**src/rtl/pipe_pkg.sv**
```systemverilog
// Shared definitions for the inter-stage pipeline register: FSM encoding,
// default reset/bubble values and the entry header packing helper.
package pipe_pkg;

  // Occupancy-coded states: the encoding equals the number of held entries.
  typedef enum logic [1:0] {
    EMPTY = 2'd0,
    FULL  = 2'd1,
    SKID  = 2'd2
  } state_t;

  localparam logic [31:0] DEF_NOP_INSTR = 32'h0000_0000;
  localparam logic [31:0] DEF_RST_PC    = 32'h0000_3008;

  // Header part of an entry vector; payload lanes and side-band follow below it.
  function automatic logic [63:0] packHdr(input logic [31:0] instr, input logic [31:0] pc);
    return {instr, pc};
  endfunction

endpackage

```
**src/rtl/pipe_stage_reg_if.sv**
```systemverilog
// Valid/ready bus carrying one pipeline entry (instruction, pc+, payload, side-band).
interface pipe_stage_reg_if #(
  parameter int NLANES = 3,
  parameter int LANE_W = 32,
  parameter int AUX_W  = 2
);
  logic                     valid;
  logic                     ready;
  logic [31:0]              instr;
  logic [31:0]              pc;
  logic [NLANES*LANE_W-1:0] data;
  logic [AUX_W-1:0]         aux;

  modport master (output valid, instr, pc, data, aux, input ready);
  modport slave  (input valid, instr, pc, data, aux, output ready);
endinterface

```
**src/rtl/pipe_slot.sv**
```systemverilog
// Single entry register: loads d when en is high, async reset to RST_VAL.
module pipe_slot #(
  parameter int           W       = 8,
  parameter logic [W-1:0] RST_VAL = '0
) (
  input  logic         clk,
  input  logic         rst,
  input  logic         en,
  input  logic [W-1:0] d,
  output logic [W-1:0] q
);

  // Enable-loaded storage; reset value is fixed per instance.
  always_ff @(posedge clk or posedge rst) begin
    if (rst) begin
      q <= RST_VAL;
    end else if (en) begin
      q <= d;
    end
  end

endmodule

```
**src/rtl/pipe_stage_reg.sv**
```systemverilog
// Generic inter-stage pipeline register with valid/ready handshake,
// one extra skid entry for stalls, flush-to-bubble and a saturating stall counter.
// All downstream outputs come straight from registers.
module pipe_stage_reg
  import pipe_pkg::*;
#(
  parameter int          NLANES    = 3,
  parameter int          LANE_W    = 32,
  parameter int          AUX_W     = 2,
  parameter logic [31:0] RST_PC    = DEF_RST_PC,
  parameter logic [31:0] NOP_INSTR = DEF_NOP_INSTR,
  parameter int          CNT_W     = 16
) (
  input  logic              clk,
  input  logic              rst,
  input  logic              flush,
  pipe_stage_reg_if.slave   inBus,
  pipe_stage_reg_if.master  outBus,
  output logic [1:0]        occupancy,
  output logic [CNT_W-1:0]  stall_cnt
);

  localparam int DATA_W    = NLANES * LANE_W;
  localparam int TAIL_W    = 32 + DATA_W + AUX_W;   // everything below the instruction
  localparam int ENTRY_W   = 32 + TAIL_W;
  localparam logic [ENTRY_W-1:0] MAIN_RST = {NOP_INSTR, RST_PC, {(DATA_W + AUX_W){1'b0}}};

  state_t             stateReg;
  state_t             stateNext;
  logic               inReadyInt;
  logic               outValidInt;
  logic               inFire;
  logic               outFire;
  logic               loadMain;
  logic               loadSkid;
  logic               fromSkid;
  logic               bubble;
  logic               mainEn;
  logic [ENTRY_W-1:0] inEntry;
  logic [ENTRY_W-1:0] mainD;
  logic [ENTRY_W-1:0] mainQ;
  logic [ENTRY_W-1:0] skidQ;
  logic [CNT_W-1:0]   stallReg;

  assign inReadyInt  = (stateReg != SKID) & ~flush & ~rst;
  assign outValidInt = (stateReg != EMPTY);
  assign inFire      = inBus.valid & inReadyInt;
  assign outFire     = outValidInt & outBus.ready;

  assign inEntry = {packHdr(inBus.instr, inBus.pc), inBus.data, inBus.aux};

  // State register.
  always_ff @(posedge clk or posedge rst) begin
    if (rst) begin
      stateReg <= EMPTY;
    end else begin
      stateReg <= stateNext;
    end
  end

  // Next state and slot load controls; flush overrides every transition.
  always_comb begin
    stateNext = stateReg;
    loadMain  = 1'b0;
    loadSkid  = 1'b0;
    fromSkid  = 1'b0;
    bubble    = 1'b0;
    if (flush) begin
      stateNext = EMPTY;
      bubble    = 1'b1;
    end else begin
      case (stateReg)
        EMPTY: begin
          if (inFire) begin
            loadMain  = 1'b1;
            stateNext = FULL;
          end
        end
        FULL: begin
          if (inFire && outFire) begin
            loadMain = 1'b1;
          end else if (inFire) begin
            loadSkid  = 1'b1;
            stateNext = SKID;
          end else if (outFire) begin
            bubble    = 1'b1;
            stateNext = EMPTY;
          end
        end
        SKID: begin
          if (outFire) begin
            fromSkid  = 1'b1;
            stateNext = FULL;
          end
        end
        default: stateNext = EMPTY;
      endcase
    end
  end

  // A bubble rewrites only the instruction so downstream decodes a NOP;
  // pc, payload and side-band keep their last values.
  assign mainEn = loadMain | fromSkid | bubble;
  assign mainD  = fromSkid ? skidQ :
                  loadMain ? inEntry :
                  {NOP_INSTR, mainQ[TAIL_W-1:0]};

  pipe_slot #(.W(ENTRY_W), .RST_VAL(MAIN_RST)) mainSlot (
    .clk (clk),
    .rst (rst),
    .en  (mainEn),
    .d   (mainD),
    .q   (mainQ)
  );

  pipe_slot #(.W(ENTRY_W), .RST_VAL('0)) skidSlot (
    .clk (clk),
    .rst (rst),
    .en  (loadSkid),
    .d   (inEntry),
    .q   (skidQ)
  );

  // Count cycles where an entry is offered but not taken; sticks at all-ones.
  always_ff @(posedge clk or posedge rst) begin
    if (rst) begin
      stallReg <= '0;
    end else if (outValidInt && !outBus.ready && (stallReg != {CNT_W{1'b1}})) begin
      stallReg <= stallReg + 1'b1;
    end
  end

  assign inBus.ready  = inReadyInt;
  assign outBus.valid = outValidInt;
  assign outBus.instr = mainQ[ENTRY_W-1 -: 32];
  assign outBus.pc    = mainQ[TAIL_W-1 -: 32];
  assign outBus.data  = mainQ[AUX_W +: DATA_W];
  assign outBus.aux   = mainQ[AUX_W-1:0];
  assign occupancy    = stateReg;   // encoding equals the entry count
  assign stall_cnt    = stallReg;

endmodule

```
**src/flat_wrapper.sv**
```systemverilog
// flat-port wrapper written by rule: the top's interface ports become plain ports
module pipe_stage_reg_flat import pipe_pkg::*;
#(
  parameter int          NLANES    = 3,
  parameter int          LANE_W    = 32,
  parameter int          AUX_W     = 2,
  parameter logic [31:0] RST_PC    = DEF_RST_PC,
  parameter logic [31:0] NOP_INSTR = DEF_NOP_INSTR,
  parameter int          CNT_W     = 16
)
  (clk, rst, flush, occupancy, stall_cnt, inBus_valid, inBus_instr, inBus_pc, inBus_data, inBus_aux, inBus_ready, outBus_valid, outBus_instr, outBus_pc, outBus_data, outBus_aux, outBus_ready);
  pipe_stage_reg_if #(.NLANES(NLANES), .LANE_W(LANE_W), .AUX_W(AUX_W)) inBus_i ();
  pipe_stage_reg_if #(.NLANES(NLANES), .LANE_W(LANE_W), .AUX_W(AUX_W)) outBus_i ();
  input  logic clk;
  input  logic rst;
  input  logic flush;
  output logic [1:0] occupancy;
  output logic [CNT_W-1:0] stall_cnt;
  input wire logic [$bits(inBus_i.valid)-1:0] inBus_valid;
  input wire logic [$bits(inBus_i.instr)-1:0] inBus_instr;
  input wire logic [$bits(inBus_i.pc)-1:0] inBus_pc;
  input wire logic [$bits(inBus_i.data)-1:0] inBus_data;
  input wire logic [$bits(inBus_i.aux)-1:0] inBus_aux;
  output wire logic [$bits(inBus_i.ready)-1:0] inBus_ready;
  output wire logic [$bits(outBus_i.valid)-1:0] outBus_valid;
  output wire logic [$bits(outBus_i.instr)-1:0] outBus_instr;
  output wire logic [$bits(outBus_i.pc)-1:0] outBus_pc;
  output wire logic [$bits(outBus_i.data)-1:0] outBus_data;
  output wire logic [$bits(outBus_i.aux)-1:0] outBus_aux;
  input wire logic [$bits(outBus_i.ready)-1:0] outBus_ready;
  assign inBus_i.valid = inBus_valid;
  assign inBus_i.instr = inBus_instr;
  assign inBus_i.pc = inBus_pc;
  assign inBus_i.data = inBus_data;
  assign inBus_i.aux = inBus_aux;
  assign inBus_ready = inBus_i.ready;
  assign outBus_valid = outBus_i.valid;
  assign outBus_instr = outBus_i.instr;
  assign outBus_pc = outBus_i.pc;
  assign outBus_data = outBus_i.data;
  assign outBus_aux = outBus_i.aux;
  assign outBus_i.ready = outBus_ready;
  pipe_stage_reg #(.NLANES(NLANES), .LANE_W(LANE_W), .AUX_W(AUX_W), .RST_PC(RST_PC), .NOP_INSTR(NOP_INSTR), .CNT_W(CNT_W)) u_core (.clk(clk), .rst(rst), .flush(flush), .inBus(inBus_i), .outBus(outBus_i), .occupancy(occupancy), .stall_cnt(stall_cnt));
endmodule
```
**config.mk**
```make
export PLATFORM = sky130hd
export DESIGN_NAME = pipe_stage_reg_flat
export DESIGN_NICKNAME = d
export VERILOG_FILES = /design/src/rtl/pipe_pkg.sv /design/src/rtl/pipe_stage_reg_if.sv /design/src/rtl/pipe_slot.sv /design/src/rtl/pipe_stage_reg.sv /design/src/flat_wrapper.sv
export SDC_FILE = /design/constraint.sdc
export NUM_CORES = 1
export LEC_CHECK = 0
export CORE_MARGIN = 2
export CORE_UTILIZATION = 45
export CTS_CLUSTER_DIAMETER = 40
export DETAILED_ROUTE_END_ITERATION = 7
export PLACE_DENSITY = 0.75
export SLEW_MARGIN = 20
export SYNTH_ARGS = -nofsm -noshare
export SYNTH_HDL_FRONTEND = slang
export SYNTH_SLANG_ARGS = --single-unit
```
**constraint.sdc**
```tcl
create_clock -name clk -period 11.9 [get_ports clk]
set_clock_uncertainty 0.1 [all_clocks]
set_input_delay 2.975 -clock clk [delete_from_list [all_inputs] [get_ports clk]]
set_output_delay 2.975 -clock clk [all_outputs]
set_load 0.005 [all_outputs]
```
**Word-level counts from Yosys, hierarchy flattened**

Index checks and enable logic that the tools add are counted.
W data, S select, Z words.

- Logic and storage cells: 54
- Bits in registers: 342

- Equality and inequality tests: 8
- Add/sub/neg operators: 1
- Reduce and logical (&&, ||, !) cells: 9
- Mux-type cells: 23
- Bitwise gates (word level): 8

Operator list:

| operator | count |
|---|---|
| $mux W162 | 2 |
| $add A16 B1 Y16 const B | 1 |
| $ne A16 B16 Y1 const B | 1 |
| $mux W1 | 13 |
| $mux W2 | 6 |
| $ne A3 B2 Y1 const B | 2 |
| $pmux W2 S3 | 1 |
| $and A1 B1 Y1 | 4 |
| $ne A4 B2 Y1 const B | 1 |
| $reduce_and A4 Y1 | 1 |
| $reduce_bool A2 Y1 | 2 |
| $logic_and A1 B1 Y1 | 3 |
| $ne A3 B3 Y1 const B | 1 |
| $eq A2 B1 Y1 const B | 1 |
| $eq A2 B2 Y1 const B | 1 |
| $logic_not A2 Y1 | 1 |
| $ne A2 B2 Y1 const B | 1 |
| $not A1 Y1 | 2 |
| $or A1 B1 Y1 | 2 |
| $pmux W1 S2 | 1 |
| $reduce_and A2 Y1 | 1 |
| $logic_not A1 Y1 | 1 |

**Logic depth before layout (Yosys ltp)**

Gate-level depths: netlist of run 1.

- Depth in word-level cells: 11
- Gate-level depth with buffers: 8

**Hierarchy**

From an unflattened synthesis of run 1, not the netlist that was laid out.

- Cell total of the unflattened synthesis: 1255
- Area, all modules: 16718.5 sq um

By module, submodules not included:

| module | times used | area an instance (sq um) | cells an instance |
|---|---|---|---|
| pipe_slot at u_core.mainSlot | 1 | 6338.6 | 343 |
| pipe_slot at u_core.skidSlot | 1 | 6334.8 | 343 |
| pipe_stage_reg | 1 | 4045.1 | 569 |

**Least setup slack after synthesis of run 1**

OpenSTA, ideal clock, no wires.

- Kind: input port to output port
- Start point: input flush
- End point: output inBus_ready
- Path buffers: 0
- Data required time: 8825 ps
- Arrival: 3179 ps
- Setup slack: 5646 ps
- Stages on the path: 1
- Cells stage by stage: nor3_1

- Longest elaborated chain between the ends: 3

RTL lines:

| element | line | text |
|---|---|---|
| start, declared | flat_wrapper.sv:16 | `input logic flush;` |
| $not A1 Y1 | pipe_stage_reg.sv:45 | `assign inReadyInt = (stateReg != SKID) & ~flush & ~rst;` |
| $and A1 B1 Y1 (2 in series) | pipe_stage_reg.sv:45 |  |
| end, declared | flat_wrapper.sv:24 | `output wire logic [$bits(inBus_i.ready)-1:0] inBus_ready;` |

No other way between the ends.

**Worst setup path in the final report of run 1**

Same ends and word-level chain as after synthesis.

==> results.md, run 1 <==
STA:
- The worst hold slack after final layout is 0.371 ns.
- The period utilization is 0.622.
- Static timing analysis puts the maximum clock frequency at approximately 0.14 GHz.
- The final hold violation count was 0.
- Setup repair after global routing left no endpoint under its margin.
- The transition at the pin with the smallest max-transition slack is 1.09 ns.
- Headroom to the max-slew limit came out at 0.276.
- The final period demand of the worst path is 7.40 ns.
- Setup violations remaining at the end of the flow were counted as 0.
- The total negative slack for setup checks is 0 ns.
- The number of pins with negative max-slew slack in the final report is 0.

Floorplanning:
- The die covers 0.0333 mm2.
- Measured along the x axis, the die boundary spans about 180 um.
- In this run the vertical extent of the chip is 183 um.
- The effective utilization at floorplan is 0.456.
- The core region is 0.0315 mm2.
- During I/O placement, the number of pins put on the boundary was 349.
- The placement row count is 65.

Drt:
- The length of the first detailed-routing pass in iterations is 5.
- The total length of routed wires is 34400 um.
- For this run, design rule violations remaining after detail routing come to 0.
- Dividing the detail-routed wire length by the instance count gives 18.2 um.
- In this run, the number of DRC markers left after iteration 0 of detailed routing was 590.
- In this run the remaining antenna-violating nets after routing total 0.
- The detailed-route vias per instance is approximately 5.2.
- The overall via count from detail_route is between 9000 and 10000.

GRT:
- The via count of the first global-routing pass is 10167.
- The global-route wire length before repair is 55600 um.
- Across every metal layer, demand over resource in global routing totals 0.207.
- The pin count of the biggest net entering global routing is ~180.
- The remaining global-route overflow is 0.
- The number of antenna violations at the first check in global routing was 1.

Power and ir drop:
- The power density of the placed cells is 179 mW/mm2.
- Across the VDD grid, the largest voltage drop is 129 uV.
- The cell-internal power is 0.00264 W.
- The share of power burned in combinational logic is 0.172.
- The analysis attributes to net switching a power of 0.000868 W.
- The analysis attributes to cell leakage a power of 8.68 nW.
- The part of the power in registers is 0.429.
- The portion of total power attributed to the clock network is 0.399.
- Of the total power, the share spent switching nets is 0.247.

Synth:
- The register area share after synthesis is 0.597.
- The portion of synthesized area spent on multiplexers is 0.221.
- The most used flip-flop cell after synthesis is sky130_fd_sc_hd__dfrtp_1.
- Sorting the synthesized cells by area gives the leading types as sky130_fd_sc_hd__dfrtp_1, sky130_fd_sc_hd__mux2i_1, sky130_fd_sc_hd__mux2_2.
- By area, the combinational part of the netlist is dominated by multiplexers.
- The post-synthesis net count is 1276.
- The netlist uses 45 different library cells.
- The synthesized design contains 0 enable-type register cells.
- Yosys instantiated no cell more often than sky130_fd_sc_hd__dfrtp_1.
- The fraction of synthesized cell area taken by the top area cell type is 0.591.
- Counting flops and latches in the post-synthesis netlist gives 342.
- During synthesis, Yosys emitted a total of 0 warnings.
- Synthesis produced a netlist whose cell count is 1108.
- The average footprint of a synthesized cell is ~13 um2.
- Of the total synthesized cell area, the portion taken by XOR and XNOR cells is 0.00671.
- Of the total synthesized cell area, the portion taken by AND, OR, NAND and NOR gates is 0.0561.
- The fraction of the mapped netlist area in compound gates is 0.0867.
- Of the total synthesized cell area, the portion taken by full adders, half adders and majority gates is 0.000872.
- The library cell with the largest summed area after synthesis is sky130_fd_sc_hd__dfrtp_1.
- The cell area after synthesis is 0.0144 mm2.
- Ranked by instance count, the synthesized netlist is headed by sky130_fd_sc_hd__dfrtp_1, sky130_fd_sc_hd__nand2_1, sky130_fd_sc_hd__mux2i_1, sky130_fd_sc_hd__o21ai_1, sky130_fd_sc_hd__mux2_2.
- The async set-or-reset flop fraction in the synthesized netlist is 1.00.

Placed design:
- The post-detailed-placement cell area is 0.0180 mm2.
- In this run the tool buffered the top-level ports with 348 buffer cells.
- After legalization and detailed placement, the total HPWL measured 22200 um.
- In this run, placement finished with an instance count of around 1800.
- The routability congestion estimate from global placement is approximately 0.77.

Status:
- The flow ran to the end, and the final reports show no timing, DRC or antenna violations.

CTS:
- The H-tree generated during clock tree synthesis spans 2 levels.
- The count of buffers added by post-CTS timing repair for setup is 0.
- The number of buffers added by the clock tree synthesis step is 47.
- Buffers inserted to repair hold after CTS numbered 0.
- The clock drives roughly 340 sinks.
- The number of gates resized after CTS was 0.
- The clock-pin slew of the registers on the worst-case setup and hold paths is 0.05 ns.
- The tree is rooted in a sky130_fd_sc_hd__clkbuf_16.
- TritonCTS built the clock tree.
- For the worst-skew pair, the clock arrives at the later sink with an insertion delay of 0.53 ns.
- The maximum clock insertion buffer count is 3.

Finish:
- The total number of nets in the final design is between 1500 and 2000.
- The total of fill cells in the finished design is around 2400.
- The total non-filler cell area in the finished layout is 0.0197 mm2.
- The number of cells in the finished layout apart from fillers is 1886.
- The post-layout utilization of the core is 0.625.
- Compared with the post-synthesis result, the final layout area differs by 37.0%.
- The fraction of layout cells with a size suffix above 1 is 0.133.

Setup path:
- The largest delay contributor family on the critical path is buffers and inverters.
- The worst setup path is captured at a primary output.
- The number of buffers and inverters on the critical path is 2.
- In this run the worst path has a maximum fanout of 7.
- The critical-path cell with the highest stage delay is sky130_fd_sc_hd__clkdlybuf4s50_1.
- The largest single stage delay on the critical path is between 0.5 and 0.6 ns.
- The signal on the critical path passes through clkdlybuf4s50_1 -> nor3_1 -> clkdlybuf4s50_1.
- At the worst endpoint, the arrival time is 4.33 ns.
- The startpoint type of the worst setup path is a primary input.
- The most frequent cell on the critical path is sky130_fd_sc_hd__clkdlybuf4s50_1.
- STA puts the critical path data required time at 8.83 ns.
- The class of the most critical setup path is primary input to primary output.

Run:
- Across the run, the number of max-cap violations was 0.

Hold path:
- The class of the worst hold path is flop to flop.
## worst reg2reg max path, delay by kind of cell (launching register included)
family | cells | cell delay, ns
compound gates | 1 | 0.22
flops | 1 | 0.54
buf+inv | 2 | 1.47
simple gates | 2 | 0.77
## registers in the layout, indices dropped and copies added, names as in the netlist
name               flops
u_core.skidSlot.q    162
u_core.stall_cnt      16
u_core.mainSlot.q    162
u_core.occupancy       2
## power by group through the flow
stage                     combinational [W]  clock (W)  sequential, W
after floorplan                    0.000239          0        0.00151
after global placement             0.000594          0        0.00151
after detailed placement           0.000611          0        0.00152
after CTS                          0.000614    0.00143        0.00151
after global routing               0.000658    0.00149        0.00154
final                              0.000604    0.00140        0.00151
## stage by stage
| step | power, W | setup WS (ns) |
|---|---|---|
| 2_1_floorplan | 0.00175 | 4.25 |
| 3_3_place_gp | 0.00211 | 4.48 |
| 3_5_place_dp | 0.00213 | 4.50 |
| 4_1_cts | 0.00355 | 4.49 |
| 5_1_grt | 0.00368 | 4.44 |
| 6_report | 0.00351 | 4.50 |
## routing by layer
layer / vias to the layer above / part of all wire / global-route usage
met3: 53 / 0.078 / 0.0659
met5: - / 0 / 0
li1: 4601 / - / -
met2: 280 / 0.47 / 0.332
met4: 0 / 0.025 / 0.0610
met1: 4815 / 0.43 / 0.270
## logic make-up (layout without fill, tap and decap cells)
logic type,Yosys count,after routing
AND/OR/NAND/NOR,178,178
flip-flops,342,342
multiplexers,296,296
adder cells (fa/ha/maj),1,1
AO/OA/AOI/OAI,204,204
buffers and inverters,76,451
XOR/XNOR,11,11
other,0,1
## cell type report
| cell class | instances | area [um2] | area share |
|---|---|---|---|
| Sequential cell | 342 | 8560 | 0.435 |
| Multi-Input combinational cell | 690 | 5360 | 0.272 |
| Timing Repair Buffer | 362 | 3630 | 0.185 |
| Clock buffer | 58 | 1280 | 0.0650 |
| Tap cell | 402 | 503 | 0.0256 |
| Clock inverter | 27 | 313 | 0.0159 |
| Inverter | 4 | 18.8 | 0.000955 |
| Antenna cell | 1 | 2.50 | 0.000127 |
## layout by cell type (no fill, tap or decap), types with 7 or more instances in the layout
cell                              netlist  final
sky130_fd_sc_hd__nand2_1              135    134
sky130_fd_sc_hd__xor2_1                 8      8
sky130_fd_sc_hd__clkbuf_16              0     47
sky130_fd_sc_hd__clkinv_2               0      7
sky130_fd_sc_hd__o21ai_1              130    130
sky130_fd_sc_hd__mux2_2                85     85
sky130_fd_sc_hd__a22o_1                32     32
sky130_fd_sc_hd__clkinvlp_4             0      8
sky130_fd_sc_hd__mux2_1                80     80
sky130_fd_sc_hd__buf_4                  2     10
sky130_fd_sc_hd__mux2i_1              131    131
sky130_fd_sc_hd__a21o_1                32     32
sky130_fd_sc_hd__clkdlybuf4s50_1        0    348
sky130_fd_sc_hd__dfrtp_1              339    339
sky130_fd_sc_hd__nand3_1                7      7
## path summary, 6_finish.rpt
path,startpoint,to,slack [ns],cells after the start
worst min-delay path,u_core.mainSlot.q[154]$_DFFE_PP0P_,u_core.mainSlot.q[154]$_DFFE_PP0P_,0.37,1
min in group asynchronous,rst,u_core.mainSlot.q[44]$_DFFE_PP0P_,2.95,3
worst max-delay path,flush,inBus_ready,4.50,3
worst min register to register,u_core.mainSlot.q[154]$_DFFE_PP0P_,u_core.mainSlot.q[154]$_DFFE_PP0P_,0.37,1
worst max register to register,u_core.occupancy[1]$_DFFE_PP0P_,u_core.mainSlot.q[126]$_DFFE_PP0P_,8.66,5
max in group asynchronous,rst,u_core.mainSlot.q[108]$_DFFE_PP0P_,7.12,5
Note: power is estimated with default switching activity, not from simulation.
==> inputs of run 2 (changes only) <==
- clock period: 11.9 -> 6.09 ns (I/O delays scaled with it)
==> results.md, run 2 (synthesis results as in run 1) <==
Status:
- The run finished with clean final reports.

GRT:
- The pin count of the biggest net entering global routing is 121.
- The via count of the first global-routing pass came to between 10000 and 15000.
- The global-route wire length before repair is 55700 um.
- The number of antenna violations at the first check in global routing came to 0.
- The overall track demand over capacity in global routing is 0.206.
- The remaining global-route overflow is 0.

Finish:
- From synthesis to final layout, the design area changed by 36.8%.
- The library cell used most frequently in the layout, excluding fill and tap cells, is sky130_fd_sc_hd__clkdlybuf4s50_1.
- 0 antenna diodes ended up in the layout.
- The post-layout utilization of the core is 0.624.
- In the layout the commonest cells are sky130_fd_sc_hd__clkdlybuf4s50_1, sky130_fd_sc_hd__dfrtp_1, sky130_fd_sc_hd__nand2_1.
- The total number of nets in the final design is 1614.
- Of the cells placed in the final design, the portion with a size suffix greater than 1 is 0.129.

STA:
- The final hold violation count was 0.
- The fmax is 0.221 GHz.
- The worst path setup slack after routing is around 1.6 ns.
- The final period demand of the worst path is 4.53 ns.
- At the pin with the least slew margin, the transition time is 0.746 ns.
- On the final layout, the worst hold slack is 0.372 ns.
- The number of pins with negative max-slew slack in the final report is 0.
- Of the available clock period, the critical path in the final layout requires 0.744.
- Measured against its own limit, the worst slew margin works out to 0.503.
- Setup violations remaining at the end of the flow were counted as 0.
- Setup repair after global routing left no endpoint under its margin.

Hold path:
- The terminating pin of the worst hold path is u_core.mainSlot.q[133]$_DFFE_PP0P_.
- The path class of the tightest hold or removal check is flop to flop.
- The start point of the worst min-delay path is u_core.mainSlot.q[133]$_DFFE_PP0P_.
- Along the worst hold path, the cell count comes to 1.

Setup path:
- On the critical path, the stage with the largest delay is an instance of sky130_fd_sc_hd__clkdlybuf4s50_1.
- The endpoint required time on the critical path is 4.47 ns.
- In this run the critical register-to-register path is launched from u_core.occupancy[1]$_DFFE_PP0P_.
- The endpoint of the most critical register-to-register path is u_core.mainSlot.q[18]$_DFFE_PP0P_.
- The most frequent cell on the critical path is sky130_fd_sc_hd__clkdlybuf4s50_1.
- The largest single stage delay on the critical path is 0.61 ns.
- The worst setup path is captured at a primary output.
- The largest delay contributor family on the critical path is buffers and inverters.
- For flop-to-flop paths, the worst setup slack is 3.53 ns.
- The class of the most critical setup path is primary input to primary output.
- Along the worst path, the maximum fanout reaches 7.
- The number of buffers and inverters on the critical path is 2.
- The startpoint type of the worst setup path is a primary input.
- The arrival time of data at the critical path endpoint is approximately 2.9 ns.
- Walking the worst path, the cells encountered are clkdlybuf4s50_1 -> nor3_1 -> clkdlybuf4s50_1.
- The depth of the most critical reg-to-reg path is 5.

CTS:
- After clock tree synthesis, the flow added hold-fix buffers numbering 0.
- TritonCTS built the clock tree.
- The longest clock path from root to sink contains 3 buffers.
- The number of sinks on the clock net is 342.
- The clock-pin slew of the registers on the worst-case setup and hold paths is 0.05 ns.
- The count of buffers added by post-CTS timing repair for setup is 0.
- The count of H-tree levels built during CTS is 2.
- The post-cts repair resize count is 0.
- CTS placed an instance of sky130_fd_sc_hd__clkbuf_16 at the clock tree root.
- The number of buffers added by the clock tree synthesis step is 46.
- The latest clock arrival within the worst-skew pair is 0.52 ns.

Power and ir drop:
- The cell-internal power is 0.00504 W.
- The analysis attributes to cell leakage a power of 8.66 nW.
- The analysis attributes to net switching a power of ~0.0017 W.
- The peak supply drop is 219 uV.
- The part of the power in registers is 0.441.
- Of the total power, the share spent switching nets is 0.248.
- The portion of total power attributed to the clock network is 0.384.
- Of the total power, combinational logic draws 0.176.
- For this design the ratio of total power to cell area is around 340 mW/mm2.

Placed design:
- The routability congestion estimate from global placement is ~0.80.
- The setup slack at placement is 1.55 ns.
- Buffers placed on the I/O ports in this run total 348.
- The HPWL after detailed placement is 22300 um.

Floorplanning:
- The die extent in y is 183 um.
- The effective utilization at floorplan is 0.456.
- The floorplan step defined a core boundary enclosing 0.0315 mm2.
- The die span in x is 183 um.
- The top-level I/O count is 349.
- The placement row count is 65.
- The overall die area is around 0.033 mm2.

Drt:
- The length of the first detailed-routing pass in iterations is 4.
- The routed length per placed instance is between 15 and 20 um.
- Summed over all layers, the routed wires come to 34500 um.
- The detailed-route vias per instance is 5.25.
- The initial detailed-routing violation count is 438.
- The detailed-route DRC error count is 0.
- The count of nets left with antenna violations once routing finished came out at 0.
- Summing over every cut layer, the via total after detailed routing is 9880.

Run:
- The tool flagged a number of max-cap violations equal to 0.
## run 2: cell count changes in the layout (fill, tap and decap cells not counted), sizes merged
| cell | before | now |
|---|---|---|
| diode | 1 | 0 |
| clkbuf | 58 | 63 |
| clkinvlp | 8 | 5 |
| inv | 7 | 5 |
| bufinv | 5 | 2 |
| clkinv | 11 | 12 |
## run 2: stage by stage
stage	total power, W	area (um2)	cells	TNS, ns
floorplan	0.00342	14400	1108	-35.45
global placement	0.00412	18100	1799	0
detailed placement	0.00418	18100	1799	0
global route	0.00704	19600	1883	0
finish	0.00671	19600	1883	0
CTS	0.00678	19600	1882	0
## run 2: layout make-up
cell class	count	area (um2)
clock buffers	63	1310
flip-flops and latches	342	8560
repair buffers	362	3700
fillers	2454	11800
well taps	402	503
inverters	4	18.8
clock inverters	20	183
multi-input cells	690	5360
## run 2: worst max path at each step
stage                     startpoint                          endpoint  cells past startpoint
final                          flush                       inBus_ready                      3
after global routing           flush                       inBus_ready                      3
after CTS                      flush                       inBus_ready                      3
after detailed placement       flush                       inBus_ready                      3
after global placement         flush                       inBus_ready                      3
after floorplan                  rst  u_core.mainSlot.q[0]$_DFFE_PP0P_                      1
## run 2: metal layers
metal  vias to the layer above  part of all wire  GRT usage
met1                      4907              0.43      0.269
met2                       300              0.47      0.336
met3                        67             0.068     0.0573
li1                       4606                 -          -
met5                         -                 0          0
met4                         0             0.028     0.0658
## run 2: power groups by stage
stage / Clock, W / Sequential, W / Combinational [W]
finish: 0.00257 / 0.00296 / 0.00118
CTS: 0.00263 / 0.00296 / 0.00120
floorplan: 0 / 0.00296 / 0.000468
detailed placement: 0 / 0.00298 / 0.00119
global placement: 0 / 0.00297 / 0.00115
global route: 0.00274 / 0.00301 / 0.00129
==> inputs of run 3 (changes only) <==
- CORE_UTILIZATION: 45 -> 50
- PLACE_DENSITY: 0.75 -> 0.79
- clock period: 6.09 -> 4.3 ns (I/O delays scaled with it)
==> results.md, run 3 (synthesis results as in run 1) <==
CTS:
- The number of clock buffers added by TritonCTS is 46.
- The count of buffers added by post-CTS timing repair for setup is 0.
- The clock net in this run drives a total of 342 sinks.
- The TritonCTS clock tree is done.
- After clock tree synthesis, the clock-pin slew on the worst setup and hold paths is approximately 0.05 ns.
- Counting along the longest clock path gives a buffer depth of 3.
- The H-tree generated during clock tree synthesis spans 2 levels.
- Hold repair after CTS inserted 0 buffers.
- The clock root buffer is sky130_fd_sc_hd__clkbuf_16.
- The latest clock arrival within the worst-skew pair is approximately 0.52 ns.
- The post-cts repair resize count is 0.

Setup path:
- Data on the critical path is required at its endpoint by between 3 and 4 ns.
- The arrival time of data at the critical path endpoint is 2.43 ns.
- The startpoint of the worst-slack reg-to-reg timing path is u_core.occupancy[1]$_DFFE_PP0P_.
- By startpoint and endpoint, the worst setup path is classified as primary input to primary output.
- Counting both buffers and inverters, the worst setup path holds a total of 2.
- The startpoint type of the worst setup path is a primary input.
- Along the worst path, the maximum fanout reaches 5.
- The depth of the most critical reg-to-reg path is 4.
- The cell that appears most often on the critical path is sky130_fd_sc_hd__clkdlybuf4s50_1.
- Across all register-to-register paths, the minimum setup slack is about 2.1 ns.
- The largest individual stage delay along the critical path comes from the cell sky130_fd_sc_hd__clkdlybuf4s50_1.
- The endpoint of the most critical register-to-register path is u_core.skidSlot.q[53]$_DFFE_PP0P_.
- The category of the worst setup path capture point is a primary output.
- Walking the worst path, the cells encountered are clkdlybuf4s50_1 -> nor3_1 -> clkdlybuf4s50_1.
- The kind of cell with the highest combined delay along the critical path is buffers and inverters.
- The largest single stage delay on the critical path is 0.58 ns.

Floorplanning:
- The effective utilization at floorplan is 0.504.
- The top-level I/O count is 349.
- In this run the horizontal extent of the chip is approximately 170 um.
- The placeable core area is roughly 0.028 mm2.
- The placement row count is 62.
- The overall die area is 0.0301 mm2.
- Measured along the y axis, the die boundary spans 173 um.

STA:
- Setup repair after global routing left no endpoint under its margin.
- Setup violations remaining at the end of the flow were counted as 0.
- The total negative slack for setup checks is 0 ns.
- The tightest hold path in the finished design has a slack of 0.370 ns.
- In this run the tightest slew margin relative to its limit is 0.541.
- Timing would allow up to 0.277 GHz.
- The worst path setup slack after routing is 0.694 ns.
- The period utilization is 0.839.
- The number of pins with negative max-slew slack in the final report came to 0.
- The final period demand of the worst path is 3.61 ns.
- The final hold violation count is 0.
- The transition at the pin with the smallest max-transition slack is 0.688 ns.

Finish:
- The finished cells cover 0.0199 mm2.
- The register area is between 0.008 and 0.009 mm2.
- The post-layout utilization of the core is 0.698.
- After the last flow step, the layout net total stands at 1623.
- The multi-input combinational cells in the finished layout cover a total of 0.00536 mm2.
- In the final layout, the share of cells above drive strength 1 is 0.137.
- The layout-stage area growth over the synthesis result is 38.4%.
- The total of fill cells in the finished design is 2049.
- The commonest non-fill, non-tap cell in the layout is sky130_fd_sc_hd__clkdlybuf4s50_1.
- The top cell types in the final layout, fill and taps aside, are sky130_fd_sc_hd__clkdlybuf4s50_1, sky130_fd_sc_hd__dfrtp_1, sky130_fd_sc_hd__nand2_1.

GRT:
- The total overflow left after global routing is 0.
- Entering global routing, the biggest net connects 121 pins.
- The first global-routing pass estimated about 56000 um of wire.
- The via count of the first global-routing pass came to between 10000 and 15000.
- Across every metal layer, demand over resource in global routing totals 0.231.
- The number of antenna violations at the first check in global routing is 2.

Power and ir drop:
- The peak supply drop is 382 uV.
- The leakage dissipation is approximately 9 nW.
- The power density of the placed cells is roughly 500 mW/mm2.

Placed design:
- The quantity of I/O buffers inserted on ports is 348.
- The setup slack at placement is 0.699 ns.
- The routability congestion estimate from global placement is slightly below 0.8.
- The detailed-placement wirelength estimate is 22900 um.
- The post-detailed-placement cell area is 0.0182 mm2.

Drt:
- Using the TritonRoute via totals, the vias-per-cell ratio works out to 5.30.
- The final layout contains routed wiring with a total length of 34600 um.
- The count of nets left with antenna violations once routing finished came out at 0.
- For this block, the via count after detailed routing is 9925.
- The length of the first detailed-routing pass in iterations is 4.
- In the final routed layout, each cell accounts on average for 18.5 um.
- After the first detailed-routing iteration, the DRC count stood at 622.
- For this run, design rule violations remaining after detail routing come to 0.

Run:
- The max-cap violation count is 0.

Hold path:
- The class of the worst hold path is flop to flop.
- The startpoint identified for the worst hold timing path is u_core.mainSlot.q[148]$_DFFE_PP0P_.
- Counting instances, the worst hold path has a depth of 1.
- The worst hold path terminates at u_core.mainSlot.q[148]$_DFFE_PP0P_.

Status:
- The run finished with clean final reports.
[run 3: cell count changes in the layout (fill, tap and decap cells not counted), moves of 2 or more]
cell                        change
sky130_fd_sc_hd__inv_8          +2
sky130_fd_sc_hd__buf_12         +4
sky130_fd_sc_hd__buf_4          +5
sky130_fd_sc_hd__clkbuf_1       -7
sky130_fd_sc_hd__bufinv_16      +7
sky130_fd_sc_hd__inv_6          +2
sky130_fd_sc_hd__clkbuf_8       -5
sky130_fd_sc_hd__diode_2        +2
[run 3: stage by stage]
stage | total power [W] | instances
global placement | 0.00583 | 1791
CTS | 0.00999 | 1871
finish | 0.00986 | 1873
detailed placement | 0.00592 | 1791
global route | 0.0103 | 1873
floorplan | 0.00485 | 1108
[run 3: worst max-delay path by stage]
stage	from	end	slack [ns]	cells after the start
2_1_floorplan	rst	u_core.mainSlot.q[0]$_DFFE_PP0P_	-1.45	1
3_3_place_gp	rst	inBus_ready	0.68	3
3_5_place_dp	rst	inBus_ready	0.70	3
4_1_cts	rst	inBus_ready	0.69	3
5_1_grt	rst	inBus_ready	0.63	3
6_report	rst	inBus_ready	0.69	3
[run 3: cell type report]
class / count / share of cell area
inverter: 4 / 0.000945
sequential: 342 / 0.431
multi-input combinational: 690 / 0.270
clock buffer: 51 / 0.0610
antenna: 2 / 0.000252
timing repair buffer: 371 / 0.192
tap: 384 / 0.0242
clock inverter: 29 / 0.0210
[run 3: power by group]
group	switching (W)	internal [W]
sequential	0.000351	0.00383
combinational	0.000613	0.00107
clock	0.00142	0.00258
total	0.00238	0.00748
[run 3: metal layers]
metal	up-vias	GRT usage	wire [um]
met4	0	0.0794	1160
li1	4621	-	-
met3	76	0.0700	2660
met5	-	0	0
met1	4926	0.284	13900
met2	302	0.389	16900
[run 3: worst reg2reg max path, cell delays in order (launching register included)]
cell	delay, ns
sky130_fd_sc_hd__dfrtp_1	0.52
sky130_fd_sc_hd__nor4b_2	0.42
sky130_fd_sc_hd__nand2_4	0.30
sky130_fd_sc_hd__buf_12	0.30
sky130_fd_sc_hd__mux2_1	0.48
==> RTL change (flow settings as in run 1) <==
`NLANES` is set to 3 in 3 places; all go to 6.
--- a/src/rtl/pipe_stage_reg_if.sv
+++ b/src/rtl/pipe_stage_reg_if.sv
@@ -1,6 +1,6 @@
 // Valid/ready bus carrying one pipeline entry (instruction, pc+, payload, side-band).
 interface pipe_stage_reg_if #(
-  parameter int NLANES = 3,
+  parameter int NLANES = 6,
   parameter int LANE_W = 32,
   parameter int AUX_W  = 2
 );
--- a/src/rtl/pipe_stage_reg.sv
+++ b/src/rtl/pipe_stage_reg.sv
@@ -4,7 +4,7 @@
 module pipe_stage_reg
   import pipe_pkg::*;
 #(
-  parameter int          NLANES    = 3,
+  parameter int          NLANES    = 6,
   parameter int          LANE_W    = 32,
   parameter int          AUX_W     = 2,
   parameter logic [31:0] RST_PC    = DEF_RST_PC,
--- a/src/flat_wrapper.sv
+++ b/src/flat_wrapper.sv
@@ -1,7 +1,7 @@
 // flat-port wrapper written by rule: the top's interface ports become plain ports
 module pipe_stage_reg_flat import pipe_pkg::*;
 #(
-  parameter int          NLANES    = 3,
+  parameter int          NLANES    = 6,
   parameter int          LANE_W    = 32,
   parameter int          AUX_W     = 2,
   parameter logic [31:0] RST_PC    = DEF_RST_PC,
Ports: changed (resized inBus_data and outBus_data); port bits go from 349 to 541. No check against the original RTL was run, so the function may have changed too.
==> RTL change against run 1 <==
  * First-iteration DRC count rose by 42%
  * Routed wire length increased by 69%
  * Cell area grew 57%
  * Critical path type unchanged
  * Register-to-register slack worse by 0.16 ns
  * Count of clock-buffer cells in the layout is 38 higher
  * Area after synthesis increased by 55%
  * Worst setup slack got worse by 0.10 ns
  * Total power is 66% higher
  * Critical endpoint unchanged
  * Sequential cell count is 192 higher
==> RTL change: results (changes against run 1) <==
[status]
status=complete, no violations

[synthesis]
yosys-top-cells-area=dfrtp_1 (60%), mux2_2 (13%), mux2i_1 (10%)
synth_xor_area_share_pct=0.592  ; -0.079 points
muxShareOfSynthArea_pct=23.4  ; +1.3 points
netlist_instances=1721  ; +55%
ys_types=41  ; -8.9%
synth_compound_area_share_pct=7.62  ; -1.1 points
synth_nets=1985  ; +56%
yosysSeqAreaShare_pct=60.2  ; +0.58 points
synthAdderAreaFrac_pct=0.0564  ; -0.031 points

[clock_network]
h-tree-depth=3  ; +1
cts_made_buffers=80  ; +70%
worstSkewPairLatency_ns=0.59  ; +0.06 ns

[pwr]
p_switching_mw=1.45  ; +67%
pg_seq_mw=2.38  ; +58%
powerComb_mw=1.01  ; +67%
ir_drop_uv=147  ; +14%
leakagePower_nw=13.3  ; +53%

[route]
dr_wl_met2_um=27800  ; +72%
wl_met3_um=5930  ; +120%
wl_per_cell_um=19.5  ; +6.8%
wl_met1_um=22100  ; +51%
drtIter0Drc=836  ; +42%
vias=15400  ; +58%
maxUsedRoutingLayer=met5

[global_routing]
first_global_vias=16300  ; +60%
antenna_found_initial=13  ; +12
gr-usage-met3_pct=9.41  ; +2.8 points
met2_usage_pct=36.3  ; +3.1 points
grt_use_total_pct=22.4  ; +1.8 points
grtUsageMet1_pct=25.9  ; -1.0 points

[setup_path]
r2r-end=u_core.skidSlot.q[248]
reg2reg_from=u_core.occupancy[0]
slowest_delay_ns=0.64  ; +0.07 ns
cp_data_arrival_time_ns=4.43  ; +0.10 ns

[placed_design]
hpwl_um=37900  ; +71%
port_buffers=540  ; +55%

[layout]
fillers=3775  ; +55%
drive_above_1_share_pct=18.5  ; +5.2 points

[min_path]
hold_depth=2  ; +1
min_from=u_core.skidSlot.q[75]

==> RTL change: cell types whose count changed after synthesis, sizes merged, moves of 2 or more <==
cell   before  now
mux2      165  259
buf        52   96
nand2     135  230
nor3        7    5
xnor2       3    6
dfrtp     339  531
or4         2    0
nor2        6    3
inv         4    2
nor4        3    6
o21ai     132  227
mux2i     131  227
==> RTL change: worst max path at each step <==
stage | startpoint | to | slack [ns] | cells after the start
finish | flush | inBus_ready | 4.40 | 3
CTS | flush | inBus_ready | 4.40 | 3
global route | flush | inBus_ready | 4.34 | 3
detailed placement | flush | inBus_ready | 4.42 | 3
global placement | flush | inBus_ready | 4.46 | 3
floorplan | rst | u_core.mainSlot.q[0] | 1.57 | 1
==> RTL change: cell type report <==
cell class	instances	area share, %
antenna	9	0.0729
multi-input combinational	1069	26.5
clock inverter	49	2.09
sequential	534	43.3
clock buffer	96	7.10
inverter	2	0.0365
timing repair buffer	556	18.2
tap	664	2.69
